<file path="src/rtl/chimera_pkg.sv">
// Shared types for the wide-port routing controller: route selects, address
// window rules, controller states and the window decode function.
package chimera_pkg;

    localparam int unsigned MaxNumRegions = 8;
    localparam int unsigned MaxAddrWidth  = 64;
    localparam int unsigned MaxSelWidth   = $clog2(MaxNumRegions + 1);

    typedef logic [MaxSelWidth-1:0] route_sel_t;

    typedef struct packed {
        logic [MaxAddrWidth-1:0] start_addr;
        logic [MaxAddrWidth-1:0] end_addr;
    } region_rule_t;

    typedef enum logic [1:0] {
        StRun    = 2'd0,
        StDrain  = 2'd1,
        StSwitch = 2'd2
    } route_state_e;

    // Lowest matching window wins; an empty window (start >= end) never matches.
    function automatic route_sel_t decode_route(
        input logic [MaxAddrWidth-1:0]         addr,
        input region_rule_t [MaxNumRegions-1:0] rules
    );
        route_sel_t sel;
        sel = '0;
        for (int k = MaxNumRegions - 1; k >= 0; k--) begin
            if ((rules[k].start_addr <= addr) && (addr < rules[k].end_addr)) begin
                sel = route_sel_t'(k + 1);
            end
        end
        return sel;
    endfunction

endpackage

</file>
<file path="src/rtl/chimera_txn_counter.sv">
// Outstanding-transaction counter for one direction: counts issues up and
// completions down, flags saturation and records a sticky underflow.
module chimera_txn_counter #(
    parameter int unsigned MaxTrans = 4,
    parameter int unsigned CntWidth = $clog2(MaxTrans + 1)
) (
    input  logic                clk_i,
    input  logic                rst_ni,
    input  logic                inc_i,
    input  logic                dec_i,
    output logic [CntWidth-1:0] count_o,
    output logic                full_o,
    output logic                err_underflow_o
);

    localparam logic [CntWidth-1:0] CntMax = CntWidth'(MaxTrans);

    logic [CntWidth-1:0] count_q;
    logic                err_q;

    // NOTE: state registers use non-blocking assignments so every flop samples
    // the pre-edge values, independent of process evaluation order.
    always_ff @(posedge clk_i) begin
        if (!rst_ni) begin
            count_q <= '0;
            err_q   <= 1'b0;
        end else begin
            // A completion with nothing in flight is spurious, even if an issue
            // lands in the same cycle.
            if (dec_i && (count_q == '0)) begin
                err_q <= 1'b1;
            end
            if (inc_i && !dec_i && (count_q != CntMax)) begin
                count_q <= count_q + 1'b1;
            end else if (!inc_i && dec_i && (count_q != '0)) begin
                count_q <= count_q - 1'b1;
            end
        end
    end

    assign count_o         = count_q;
    assign full_o          = (count_q == CntMax);
    assign err_underflow_o = err_q;

endmodule

</file>
<file path="src/rtl/chimera_wide_route_ctrl.sv">
// Routes wide AXI AW/AR requests to NumRegions pass-through windows or the
// narrow path, enforcing same-route ordering and draining before bypass changes.
module chimera_wide_route_ctrl
    import chimera_pkg::*;
#(
    parameter int unsigned NumRegions = 2,
    parameter int unsigned AddrWidth  = 48,
    parameter int unsigned MaxTrans   = 4,
    parameter logic [NumRegions-1:0][AddrWidth-1:0] RegionStart = '0,
    parameter logic [NumRegions-1:0][AddrWidth-1:0] RegionEnd   = '0,
    parameter int unsigned SelWidth   = $clog2(NumRegions + 1),
    parameter int unsigned CntWidth   = $clog2(MaxTrans + 1)
) (
    input  logic                 clk_i,
    input  logic                 rst_ni,
    input  logic                 aw_valid_i,
    input  logic                 aw_ready_i,
    input  logic [AddrWidth-1:0] aw_addr_i,
    input  logic                 ar_valid_i,
    input  logic                 ar_ready_i,
    input  logic [AddrWidth-1:0] ar_addr_i,
    input  logic                 b_valid_i,
    input  logic                 b_ready_i,
    input  logic                 r_valid_i,
    input  logic                 r_ready_i,
    input  logic                 r_last_i,
    input  logic                 bypass_req_i,
    output logic [SelWidth-1:0]  aw_sel_o,
    output logic [SelWidth-1:0]  ar_sel_o,
    output logic                 aw_stall_o,
    output logic                 ar_stall_o,
    output logic                 bypass_active_o,
    output logic [CntWidth-1:0]  w_outstanding_o,
    output logic [CntWidth-1:0]  r_outstanding_o,
    output logic                 err_underflow_o
);

    route_state_e              state_q, state_d;
    logic                      bypass_q;
    logic [SelWidth-1:0]       last_aw_sel_q, last_ar_sel_q;
    region_rule_t [MaxNumRegions-1:0] rules;

    logic aw_issue, ar_issue, b_done, r_done;
    logic w_full, r_full, w_err, r_err;

    // Unused rule slots stay all-zero, i.e. empty windows.
    always_comb begin
        rules = '0;
        for (int k = 0; k < int'(NumRegions); k++) begin
            rules[k].start_addr = MaxAddrWidth'(RegionStart[k]);
            rules[k].end_addr   = MaxAddrWidth'(RegionEnd[k]);
        end
    end

    assign aw_sel_o = bypass_q ? '0 : SelWidth'(decode_route(MaxAddrWidth'(aw_addr_i), rules));
    assign ar_sel_o = bypass_q ? '0 : SelWidth'(decode_route(MaxAddrWidth'(ar_addr_i), rules));

    // A route change while transactions are in flight could reorder same-ID responses.
    assign aw_stall_o = (state_q != StRun) || w_full
                     || ((w_outstanding_o != '0) && (aw_sel_o != last_aw_sel_q));
    assign ar_stall_o = (state_q != StRun) || r_full
                     || ((r_outstanding_o != '0) && (ar_sel_o != last_ar_sel_q));

    assign aw_issue = aw_valid_i && aw_ready_i && !aw_stall_o;
    assign ar_issue = ar_valid_i && ar_ready_i && !ar_stall_o;
    assign b_done   = b_valid_i && b_ready_i;
    assign r_done   = r_valid_i && r_ready_i && r_last_i;

    chimera_txn_counter #(.MaxTrans(MaxTrans), .CntWidth(CntWidth)) i_w_counter (
        .clk_i           (clk_i),
        .rst_ni          (rst_ni),
        .inc_i           (aw_issue),
        .dec_i           (b_done),
        .count_o         (w_outstanding_o),
        .full_o          (w_full),
        .err_underflow_o (w_err)
    );

    chimera_txn_counter #(.MaxTrans(MaxTrans), .CntWidth(CntWidth)) i_r_counter (
        .clk_i           (clk_i),
        .rst_ni          (rst_ni),
        .inc_i           (ar_issue),
        .dec_i           (r_done),
        .count_o         (r_outstanding_o),
        .full_o          (r_full),
        .err_underflow_o (r_err)
    );

    assign err_underflow_o = w_err || r_err;
    assign bypass_active_o = bypass_q;

    // NOTE: next-state is defaulted before the case so no path leaves it
    // unassigned, which would otherwise infer a latch.
    always_comb begin
        state_d = state_q;
        unique case (state_q)
            StRun:    if (bypass_req_i != bypass_q) state_d = StDrain;
            StDrain:  if ((w_outstanding_o == '0) && (r_outstanding_o == '0)) state_d = StSwitch;
            StSwitch: state_d = StRun;
            default:  state_d = StRun;
        endcase
    end

    always_ff @(posedge clk_i) begin
        if (!rst_ni) begin
            state_q       <= StRun;
            bypass_q      <= 1'b0;
            last_aw_sel_q <= '0;
            last_ar_sel_q <= '0;
        end else begin
            state_q <= state_d;
            if (state_q == StSwitch) begin
                bypass_q      <= !bypass_q;
                last_aw_sel_q <= '0;
                last_ar_sel_q <= '0;
            end else begin
                if (aw_issue) last_aw_sel_q <= aw_sel_o;
                if (ar_issue) last_ar_sel_q <= ar_sel_o;
            end
        end
    end

endmodule

</file>
<file path="config.mk">
export PLATFORM = sky130hd
export DESIGN_NAME = chimera_wide_route_ctrl
export DESIGN_NICKNAME = d
export VERILOG_FILES = /design/src/rtl/chimera_pkg.sv /design/src/rtl/chimera_txn_counter.sv /design/src/rtl/chimera_wide_route_ctrl.sv
export SDC_FILE = /design/constraint.sdc
export NUM_CORES = 1
export LEC_CHECK = 0
export CORE_AREA = 2 2 71 53
export CTS_BUF_LIST = sky130_fd_sc_hd__clkbuf_4
export DETAILED_ROUTE_END_ITERATION = 12
export DIE_AREA = 0 0 73 55
export PLACE_DENSITY = 0.86
export SYNTH_ARGS = -nofsm -noshare
export SYNTH_HDL_FRONTEND = slang
export SYNTH_SLANG_ARGS = --single-unit
</file>
<file path="constraint.sdc">
create_clock -name clk_i -period 2.6 [get_ports clk_i]
set_clock_uncertainty 0.15 [all_clocks]
set_input_delay 0.26 -clock clk_i [delete_from_list [all_inputs] [get_ports clk_i]]
set_output_delay 0.26 -clock clk_i [all_outputs]
set_load 0.1 [all_outputs]
</file>
==> impl_summary.md <==
Outcome
The flow ran to the end, and the final reports show no timing, DRC or antenna violations.

STA
The setup violation total in the final timing report is 0. The minimum clock period is 2.43 ns. The post-route clock period utilization is 93.6%. The maximum frequency from static timing analysis is 411 MHz. The total count of hold-check failures in the final report is 0. The final hold slack is 0.327 ns. Setup repair after global routing left no endpoint under its margin. Adding up every negative setup slack in the final design gives 0 ns. The final number of max-transition violations is 0. The worst-case setup margin in the final layout is 0.167 ns.

Clocking
The tree built by TritonCTS fans out to 11 sinks. The clock tree from TritonCTS is yes. The total number of H-tree levels is 1. The longest clock path from root to sink contains 2 buffers. The clock latency on the worst-skew pair is 0.27 ns. Buffers added to address setup during post-CTS repair amount to 0. After clock tree synthesis, the flow added hold-fix buffers numbering 0. The cell sitting at the root of the clock tree is a clkbuf_4. The clock-pin slew reported for the worst setup and hold paths after clock tree synthesis is 0.07 ns.

After clock tree synthesis, the repair step resized 0 gates. The number of clock buffers inserted by TritonCTS is 3.

Hold path
The kind of path behind the tightest hold check is flip-flop to flip-flop.

Floorplan
The die is 73 um wide. The die boundary height is 55 um. The floorplan step defined a die boundary enclosing 4020 um^2. The number of placement rows is 18.

After floorplanning, the core was sized to cover 3360 um^2. The starting utilization of the core area is 19.9%. During I/O placement, the number of pins put on the boundary was 122.

Route
The routed layout has 591 vias. The starting DRC count in detailed routing is 26. The count of nets left with antenna violations once routing finished came out at 0. After detailed routing, the average wire length per cell comes to 10.2 um. For this run, design rule violations remaining after detail routing come to 0. Using the TritonRoute via totals, the vias-per-cell ratio works out to 4.16. The total length of routed wires is 1.46 mm. The first detailed-routing pass ran for 4 iterations.

Global route
The first global-routing pass estimated 2.50 mm of wire. Entering global routing, the biggest net connects 15 pins. The total congestion overflow after global routing is 0. For this run, the total global-route usage over all layers was measured as 8.51%. The via count of the first global-routing pass is 535.

The initial antenna violation count is 0.

Layout
After the flow finishes, the layout carries non-filler instances totaling 142. In the final layout, the share of cells above drive strength 1 is 24.5%. The area growth from synthesis to layout is 40.4%. The share of the core filled with cells is 28.0%.

The number of antenna repair diodes is 0. The net count of the finished layout is 213. Once layout is done, the placed cells without fillers occupy 940 um^2.

Place
The detailed placer's ending HPWL is 1.23 mm. After detailed placement, the design holds a cell count of 138. The count of input and output buffers is 21. At the end of routability-driven placement, the weighted congestion stood at 0.713. The placed cell area is 910 um^2.

Timing analysis after detailed placement gives a worst setup slack of 0.0498 ns.

Worst setup path
Along the worst path, the maximum fanout reaches 4. The required time of the critical path is 2.65 ns. STA puts the critical path data arrival time at 2.48 ns.

STA classifies the critical path endpoint as a flip-flop. The critical path is of the flip-flop to flip-flop type. The kind of start point of the critical path is a flip-flop.

The worst setup slack for register-to-register paths is 0.17 ns.

Pwr
For this design the static power due to leakage is 0.421 nW. After layout, the design draws a total of 0.989 mW. In this run switching power makes up 55.8% of total power. In this run, the combinational gates consume 61.6% of the power. The switching power is 0.552 mW.

The sequential group share of total power is 25.4%. The internal portion of the total power is 0.437 mW. Dividing total power by cell area gives a power density of 1050 nW/um^2. In this run, the clock network consumes 13.0% of the power. Across the VDD grid, the largest voltage drop is 370 uV.

Synthesis
The synthesized netlist cell count is 76. The commonest register cell after synthesis is dfxtp_1. The cell type contributing the most total cell area after synthesis is dfxtp_1.

Summing the sequential cell areas from Yosys gives 32.9% of the chip area. After synthesis, the cell types taking the most area are dfxtp_1, mux2i_1, nand2_1. In this run, synthesis inferred 0 flip-flops with an integrated enable. The synthesized netlist occupies a cell area of 669 um^2. For this run, asynchronously set or reset flops after synthesis account for 0%. The number of synthesis warnings is 0.

A synthesized cell averages 8.81 um^2. The number of different library cells used by synthesis comes to 27. The area share of the largest cell type after synthesis is 32.9%.

The flip-flop and latch count after synthesis is 11.

Run
The reported max-cap violation count is 0.
## flip-flops by register name, indices dropped and copies added, names as in the netlist
| signal | count |
|---|---|
| i_r_counter.count_o | 3 |
| i_w_counter.count_o | 3 |
| state_q | 2 |
| bypass_active_o | 1 |
| i_r_counter.err_underflow_o | 1 |
| i_w_counter.err_underflow_o | 1 |
## synthesized netlist by cell type (2+ instances only)
master	n
xor2_1	2
nand2b_1	6
dfxtp_1	11
nand2_1	14
nor3_1	2
nand4_2	2
nor2_1	6
fa_1	2
or3b_1	2
mux2i_1	9
buf_4	4
## power by group through the flow
stage	sequential [mW]	clock, mW	combinational (mW)
3_5_place_dp	0.256	0	0.612
3_3_place_gp	0.254	0	0.609
2_1_floorplan	0.409	0	0.330
5_1_grt	0.263	0.145	0.645
4_1_cts	0.252	0.133	0.614
6_report	0.251	0.128	0.610
## cells by family (layout without fill, tap and decap cells)
logic type	count (synthesis)	after routing	share of synthesized area, %
buffers and inverters	6	29	5.61
and+or+nand+nor	40	40	33.1
muxes	9	9	13.5
DFF	11	11	32.9
adders and majority gates	2	2	5.98
other	1	4	0.560
xor gates and xnor gates	3	3	3.93
AOI/OAI and AO/OA	4	4	4.49
## worst max-delay path, cell delays in order (launching register included)
cell and delay, ns:
dfxtp_1 0.34, nor2_2 0.25, nand4_2 0.16, nand2b_1 0.18, fa_1 0.38, or4b_1 0.53, mux2i_1 0.18, mux2i_1 0.20
## layout make-up
cell class / instances / area (um^2)
fillers: 361 / 2420
multi-input cells: 62 / 423
flip-flops and latches: 11 / 225
repair buffers: 24 / 208
well taps: 40 / 50.0
clock buffers: 4 / 30.0
inverters: 1 / 3.75
## metal layers
layer | part of all wire, % | GRT usage, % | vias up
li1 | - | - | 305
met4 | 0.62 | 1.85 | 0
met2 | 35 | 11.3 | 24
met1 | 54 | 12.1 | 259
met3 | 10 | 4.17 | 3
met5 | 0 | 0 | -
## final timing paths
check / cells after the start / end / startpoint
worst max-delay path: 7 / i_r_counter.count_o[2] / state_q[1]
worst min-delay path: 2 / i_r_counter.err_underflow_o / i_r_counter.err_underflow_o
worst max register to register: 7 / i_r_counter.count_o[2] / state_q[1]
worst min register to register: 2 / i_r_counter.err_underflow_o / i_r_counter.err_underflow_o
## cell usage in the layout (no fill, tap or decap)
cell             instances
a2111oi_0                1
a31oi_1                  1
a41oi_1                  1
and2_1                   1
and4b_1                  1
buf_4                   13
clkbuf_4                 4
clkdlybuf4s50_1         11
conb_1                   4
dfxtp_1                  7
dfxtp_2                  4
fa_1                     2
inv_1                    1
mux2i_1                  9
nand2_1                 14
nand2b_1                 6
nand3_1                  1
nand4_2                  2
nor2_1                   6
nor2_2                   1
nor2b_1                  1
nor3_1                   2
o22ai_1                  1
or2_2                    1
or3_1                    1
or3b_1                   2
or4b_1                   1
xnor2_1                  1
xor2_1                   2
Power figures use the tool's default switching activity.
